==> config.mk <==
export PLATFORM = sky130hd
export DESIGN_NAME = alarm_scheduler
export DESIGN_NICKNAME = d
export VERILOG_FILES = /design/src/rtl/clock_pkg.sv /design/src/rtl/time_add_minutes.sv /design/src/rtl/alarm_scheduler.sv
export SDC_FILE = /design/constraint.sdc
export NUM_CORES = 1
export LEC_CHECK = 0
export ABC_AREA = 1
export CAP_MARGIN = 30
export CORE_MARGIN = 5
export CORE_UTILIZATION = 30
export CTS_CLUSTER_SIZE = 28
export DETAILED_ROUTE_END_ITERATION = 6
export PLACE_DENSITY = 0.44
export SLEW_MARGIN = 20
export SYNTH_ARGS = -nofsm -noshare
export SYNTH_HDL_FRONTEND = slang
export SYNTH_SLANG_ARGS = --single-unit
==> constraint.sdc <==
create_clock -name clk -period 5.9 [get_ports clk]
set_clock_uncertainty 0.15 [all_clocks]
set_input_delay 0.59 -clock clk [delete_from_list [all_inputs] [get_ports clk]]
set_output_delay 0.59 -clock clk [all_outputs]
set_load 0.01 [all_outputs]
==> src/rtl/clock_pkg.sv <==
// Shared definitions for the alarm scheduler: FSM encoding, time limits and
// default snooze / ring-timeout values.
package clock_pkg;

    typedef enum logic {
        IDLE = 1'b0,
        RING = 1'b1
    } state_t;

    localparam logic [7:0] MAX_HOUR = 8'd23;
    localparam logic [7:0] MAX_MIN  = 8'd59;

    localparam int DEFAULT_SNOOZE_MIN   = 5;
    localparam int DEFAULT_RING_TIMEOUT = 60;

endpackage

==> src/rtl/time_add_minutes.sv <==
// Combinational hh:mm + minutes adder with minute carry and 23->0 hour wrap.
// The added amount is at most 59, so a single minute carry is enough.
module time_add_minutes
    import clock_pkg::*;
(
    input  logic [7:0] hour,
    input  logic [7:0] min,
    input  logic [7:0] add_min,
    output logic [7:0] hour_out,
    output logic [7:0] min_out
);

    logic [8:0] sum_s;

    // Minute sum with carry into the hour field
    always_comb begin
        sum_s = {1'b0, min} + {1'b0, add_min};
        if (sum_s > {1'b0, MAX_MIN}) begin
            min_out = 8'(sum_s - ({1'b0, MAX_MIN} + 9'd1));
            if (hour >= MAX_HOUR) begin
                hour_out = 8'd0;
            end else begin
                hour_out = hour + 8'd1;
            end
        end else begin
            min_out  = sum_s[7:0];
            hour_out = hour;
        end
    end

endmodule

==> src/rtl/alarm_scheduler.sv <==
// Multi-slot alarm clock scheduler: per-slot match detection, round-robin
// service of pending alarms and a two-state IDLE/RING response FSM.
module alarm_scheduler
    import clock_pkg::*;
#(
    parameter int NUM_SLOTS    = 4,
    parameter int SNOOZE_MIN   = DEFAULT_SNOOZE_MIN,
    parameter int RING_TIMEOUT = DEFAULT_RING_TIMEOUT
)(
    input  logic                         clk,
    input  logic                         reset,
    input  logic                         tick,
    input  logic [7:0]                   cur_hour,
    input  logic [7:0]                   cur_min,
    input  logic [7:0]                   cur_sec,
    input  logic                         cfg_we,
    input  logic [$clog2(NUM_SLOTS)-1:0] cfg_slot,
    input  logic [7:0]                   cfg_hour,
    input  logic [7:0]                   cfg_min,
    input  logic                         cfg_en,
    input  logic                         ack,
    input  logic                         snooze,
    output logic                         alarm_sound,
    output logic [$clog2(NUM_SLOTS)-1:0] active_slot,
    output logic [NUM_SLOTS-1:0]         pending,
    output logic [NUM_SLOTS-1:0]         missed,
    output logic                         cfg_err
);

    localparam int SLOT_W = $clog2(NUM_SLOTS);
    localparam int CNT_W  = $clog2(RING_TIMEOUT + 1);
    localparam logic [CNT_W-1:0] CNT_MAX = CNT_W'(RING_TIMEOUT);

    state_t            state_r, state_nxt_s;
    logic              alarm_sound_r, cfg_err_r;
    logic [SLOT_W-1:0] active_slot_r, rr_ptr_r, sel_s, rr_nxt_s;
    logic              found_s;
    logic [CNT_W-1:0]  ring_cnt_r;

    logic [7:0]           hour_r     [NUM_SLOTS];
    logic [7:0]           min_r      [NUM_SLOTS];
    logic [7:0]           snz_hour_r [NUM_SLOTS];
    logic [7:0]           snz_min_r  [NUM_SLOTS];
    logic [NUM_SLOTS-1:0] en_r, snoozed_r, pending_r, missed_r, match_s;

    logic       wr_ok_s, wr_valid_s;
    logic       go_ring_s, clr_s, snz_s, miss_s;
    logic [7:0] snz_hour_s, snz_min_s;

    function automatic logic [SLOT_W-1:0] rr_index(input logic [SLOT_W-1:0] base,
                                                   input int offs);
        return SLOT_W'((int'(base) + offs) % NUM_SLOTS);
    endfunction

    time_add_minutes u_snooze_add (
        .hour     (cur_hour),
        .min      (cur_min),
        .add_min  (8'(SNOOZE_MIN)),
        .hour_out (snz_hour_s),
        .min_out  (snz_min_s)
    );

    // Write validation and per-slot match against the effective target
    always_comb begin
        wr_ok_s    = (cfg_hour <= MAX_HOUR) && (cfg_min <= MAX_MIN);
        wr_valid_s = cfg_we && wr_ok_s;
        match_s    = '0;
        for (int i = 0; i < NUM_SLOTS; i++) begin
            match_s[i] = tick && (cur_sec == 8'd0) && en_r[i] && !pending_r[i]
                && (cur_hour == (snoozed_r[i] ? snz_hour_r[i] : hour_r[i]))
                && (cur_min  == (snoozed_r[i] ? snz_min_r[i]  : min_r[i]));
        end
    end

    // Round-robin pick of the first pending slot at or after the pointer
    always_comb begin
        sel_s   = rr_ptr_r;
        found_s = 1'b0;
        for (int k = 0; k < NUM_SLOTS; k++) begin
            sel_s   = (!found_s && pending_r[rr_index(rr_ptr_r, k)]) ? rr_index(rr_ptr_r, k) : sel_s;
            found_s = found_s | pending_r[rr_index(rr_ptr_r, k)];
        end
        rr_nxt_s = rr_index(sel_s, 1);
    end

    // Next-state and response decode; a write to the ringing slot outranks ack
    always_comb begin
        state_nxt_s = state_r;
        go_ring_s   = 1'b0;
        clr_s       = 1'b0;
        snz_s       = 1'b0;
        miss_s      = 1'b0;
        case (state_r)
            IDLE: begin
                if (found_s && !(wr_valid_s && (cfg_slot == sel_s))) begin
                    go_ring_s   = 1'b1;
                    state_nxt_s = RING;
                end else begin
                    state_nxt_s = IDLE;
                end
            end
            RING: begin
                if (wr_valid_s && (cfg_slot == active_slot_r)) begin
                    state_nxt_s = IDLE;
                end else if (ack) begin
                    clr_s       = 1'b1;
                    state_nxt_s = IDLE;
                end else if (snooze) begin
                    snz_s       = 1'b1;
                    state_nxt_s = IDLE;
                end else if (ring_cnt_r == CNT_MAX) begin
                    clr_s       = 1'b1;
                    miss_s      = 1'b1;
                    state_nxt_s = IDLE;
                end else begin
                    state_nxt_s = RING;
                end
            end
            default: begin
                state_nxt_s = IDLE;
            end
        endcase
    end

    // State, slot storage and flags; slot writes are applied last so they win
    always_ff @(posedge clk) begin
        if (reset) begin
            state_r       <= IDLE;
            alarm_sound_r <= 1'b0;
            cfg_err_r     <= 1'b0;
            active_slot_r <= '0;
            rr_ptr_r      <= '0;
            ring_cnt_r    <= '0;
            en_r          <= '0;
            snoozed_r     <= '0;
            pending_r     <= '0;
            missed_r      <= '0;
            for (int i = 0; i < NUM_SLOTS; i++) begin
                hour_r[i]     <= 8'd0;
                min_r[i]      <= 8'd0;
                snz_hour_r[i] <= 8'd0;
                snz_min_r[i]  <= 8'd0;
            end
        end else begin
            state_r       <= state_nxt_s;
            alarm_sound_r <= (state_nxt_s == RING);
            cfg_err_r     <= cfg_we && !wr_ok_s;
            if (go_ring_s) begin
                active_slot_r <= sel_s;
                rr_ptr_r      <= rr_nxt_s;
                ring_cnt_r    <= '0;
            end else if ((state_r == RING) && tick && (ring_cnt_r != CNT_MAX)) begin
                ring_cnt_r <= ring_cnt_r + CNT_W'(1);
            end
            for (int i = 0; i < NUM_SLOTS; i++) begin
                if (match_s[i]) begin
                    pending_r[i] <= 1'b1;
                end
                if (SLOT_W'(i) == active_slot_r) begin
                    if (clr_s) begin
                        pending_r[i] <= 1'b0;
                        snoozed_r[i] <= 1'b0;
                    end
                    if (miss_s) begin
                        missed_r[i] <= 1'b1;
                    end
                    if (snz_s) begin
                        pending_r[i]  <= 1'b0;
                        snoozed_r[i]  <= 1'b1;
                        snz_hour_r[i] <= snz_hour_s;
                        snz_min_r[i]  <= snz_min_s;
                    end
                end
                if (wr_valid_s && (SLOT_W'(i) == cfg_slot)) begin
                    hour_r[i]    <= cfg_hour;
                    min_r[i]     <= cfg_min;
                    en_r[i]      <= cfg_en;
                    snoozed_r[i] <= 1'b0;
                    pending_r[i] <= 1'b0;
                    missed_r[i]  <= 1'b0;
                end
            end
        end
    end

    assign alarm_sound = alarm_sound_r;
    assign active_slot = active_slot_r;
    assign pending     = pending_r;
    assign missed      = missed_r;
    assign cfg_err     = cfg_err_r;

endmodule

==> results by group <==
Floorplan
  • Die area: 0.0306 sq mm
  • Number of placed I/O pins: 61
  • Die height: 175 um
  • Core area: 0.0269 sq mm
  • DIE WIDTH: 175 um
  • Initial core utilization: 30.4%
  • Core Rows: 60

Critical path
  • CP required: 5.90 ns
  • Crit path max fanout: 18
  • Critical path type: input pin to register
  • Critical path arrival: 3.55 ns
  • Crit. End Element: register
  • Crit start category: input pin

Clock tree
  • Post-CTS Setup Bufs: 0
  • TritonCTS Sinks: 156
  • Post_cts resized: 0
  • Clock Pin Slew Worst Setup and Hold Paths: 0.07 ns
  • Latest clock arrival within the worst-skew pair: 0.43 ns
  • Htree depth: 4
  • Inserted Clock Buffers: 17
  • CTS max path bufs: 2
  • Root Driver: clkbuf_16
  • Cts hold-fix bufs: 0
  • CTS tree: built

GRT
  • Initial antenna violation count: 0
  • GRT Overall Usage: 15.6%
  • Largest net degree at the start of global routing: 21
  • Vias in the first global route: 5909
  • GRT overflow: 0
  • Wire length of the first global-routing pass: 35900 um

STA
  • Final Slew Violations: 0
  • Hold Fails Final Rpt: 0
  • Slew HR: 37.8%
  • # setup viols final: 0
  • Maximum clock frequency: 0.282 GHz
  • Worst Tran Pin Value: 0.931 ns
  • Min Tclk post-route: 3.54 ns
  • TNS Setup: 0 ns
  • Post-route worst setup slack: 2.36 ns
  • Final Cycle Share: 60.1%
  • RSZ-0062 raised after global routing: false

Power and ir drop
  • Leakage Power: 3.54 nW
  • Power per cell area: 288 mW/mm^2
  • Combinational Power Share: 17.2%
  • Peak VDD IR: 0.000119 V
  • Sw Pwr: 0.000840 W
  • Switching share of power: 30.0%
  • Clk network pwr share: 36.6%
  • P_int: 0.00196 W
  • Sequential power share: 46.1%

Synthesis
  • Largest family of logic cells by synthesized area: simple AND/OR/NAND/NOR gates
  • Post-synth ARST share: 0%
  • Sequential share of the synthesized area: 54.0%
  • Mapped Area: 0.00816 sq mm
  • Post-synthesis mux area share: 6.96%
  • Area fraction in compound gates after synthesis: 6.07%
  • Adder-Cell Fraction of Synth Area: 1.07%
  • Post-synth cell types: 46
  • Syn_area_per_cell: 9.74 sq um
  • Simple-gate portion of the synthesized area: 21.3%
  • Synthesized flop and latch total: 156
  • Post-synth EDFFs: 128
  • Post-Synthesis Cells: 838
  • Post-synth top flop: edfxtp_1
  • Syn. warnings: 0
  • XOR/XNOR Fraction of Synth Area: 5.00%

Cells and area
  • Fillers: 2684
  • N_diodes: 0
  • Most common cell after layout, fill and taps aside: nor2_1
  • Design area: 0.00971 sq mm
  • Final core occ: 36.1%
  • Share of cells above drive strength 1: 10.6%
  • Nets: 966
  • Commonest non-fill, non-tap cells in the layout: 148 x nor2_1, 128 x edfxtp_1, 124 x nand2_1
  • Layout area overhead: 19.0%

Place
  • Placed cell area: 0.00917 sq mm
  • HPWL after DPL: 17100 um
  • DP Worst Slack: 1.87 ns
  • Final GP Congestion: 0.809
  • IO buf count: 60

Route
  • WL per Instance: 18.6 um
  • DR vias/cell: 4.72
  • ANT nets after route: 0
  • DRT Wirelength: 23500 um
  • Residual DRC count: 0
  • TritonRoute pass-1 iters: 5
  • DR vias: 5972
  • First DRT Iteration DRCs: 473

Min path
  • Hold Crit Class: register to register

Outcome
  • Status: completed

Flow run
  • Maxcap violations: 0
[sequential cells by signal (all words and copies together) (netlist names), 4 cells and up]
register    count
en_r            4
missed          4
pending         4
snoozed_r       4
snz_min_r      32
ring_cnt_r      6
snz_hour_r     32
min_r          32
hour_r         32
[stage by stage]
step | hold slack (ns) | power [W] | std cells
2_1_floorplan | 0.279 | 0.00164 | 857
3_3_place_gp | 0.295 | 0.00180 | 1228
3_5_place_dp | 0.294 | 0.00180 | 1232
4_1_cts | 0.304 | 0.00282 | 1264
5_1_grt | 0.330 | 0.00293 | 1264
6_report | 0.301 | 0.00280 | 1264
[final timing paths]
| check | slack (ns) | start | endpoint | depth (start not counted) |
|---|---|---|---|---|
| worst max-delay path | 2.36 | cfg_min[3] | snz_hour_r[3][4] | 9 |
| worst min-delay path | 0.30 | missed[2] | missed[2] | 2 |
| worst max register to register | 3.29 | rr_ptr_r[0] | ring_cnt_r[4] | 14 |
| worst min register to register | 0.30 | missed[2] | missed[2] | 2 |
[power groups by stage]
stage	registers [W]	clock network, W	logic (W)
floorplan	0.00129	0	0.000344
global placement	0.00132	0	0.000480
detailed placement	0.00131	0	0.000481
CTS	0.00129	0.00104	0.000483
global route	0.00130	0.00110	0.000534
finish	0.00129	0.00102	0.000482
[worst max-delay path: stages]
cell,delay [ns]
clkdlybuf4s50_1,0.51
nand4_1,0.21
o2111ai_1,0.33
nor2_2,0.43
nand3_1,0.12
nand2_1,0.61
inv_1,0.23
nand3_2,0.40
a21oi_1,0.10
[routing by layer]
layer	track usage, %	routed length, um	vias up
met5	0	0	-
met4	6.42	723	0
met3	2.68	665	32
met2	22.8	9980	93
met1	22.8	12100	2864
li1	-	-	2983
[Yosys cell counts, types with 3 or more instances]
master	count	area (sq um)
nor2_1	148	556
edfxtp_1	128	3840
nand2_1	124	465
inv_1	63	236
mux2i_1	50	500
nand3_1	41	205
a21oi_1	31	155
dfxtp_1	28	561
o21ai_0	28	140
xor2_1	27	236
nand4_1	23	144
xnor2_1	14	123
clkbuf_1	12	45.0
nand2_2	12	75.1
buf_2	11	55.1
nand3_2	8	80.1
o22ai_1	8	50.1
ha_1	7	87.6
nor2_2	7	43.8
buf_4	6	45.0
mux2_2	6	67.6
or2_2	6	37.5
a211oi_1	5	37.5
buf_1	5	18.8
a22o_1	4	35.0
inv_2	4	15.0
buf_6	3	33.8
nand2_4	3	33.8
nor4_1	3	18.8
xor2_2	3	48.8
[cell families (layout without fill, tap and decap cells)]
group / Yosys count / count (layout)
AO/OA/AOI/OAI: 86 / 86
flip-flops: 156 / 156
multiplexers: 56 / 56
XOR/XNOR: 44 / 44
AND/OR/NAND/NOR: 383 / 383
other: 1 / 20
buffers and inverters: 105 / 171
adder cells (fa/ha/maj): 7 / 7
[layout make-up]
type,instances,area (sq um),share of cell area (%)
inverter,68,258,2.65
clock buffer,17,425,4.38
timing repair buffer,71,713,7.34
sequential,156,4400,45.3
clock inverter,15,115,1.19
multi-input combinational,596,3370,34.7
tap,341,427,4.39
(Power assumes the default switching activity.)
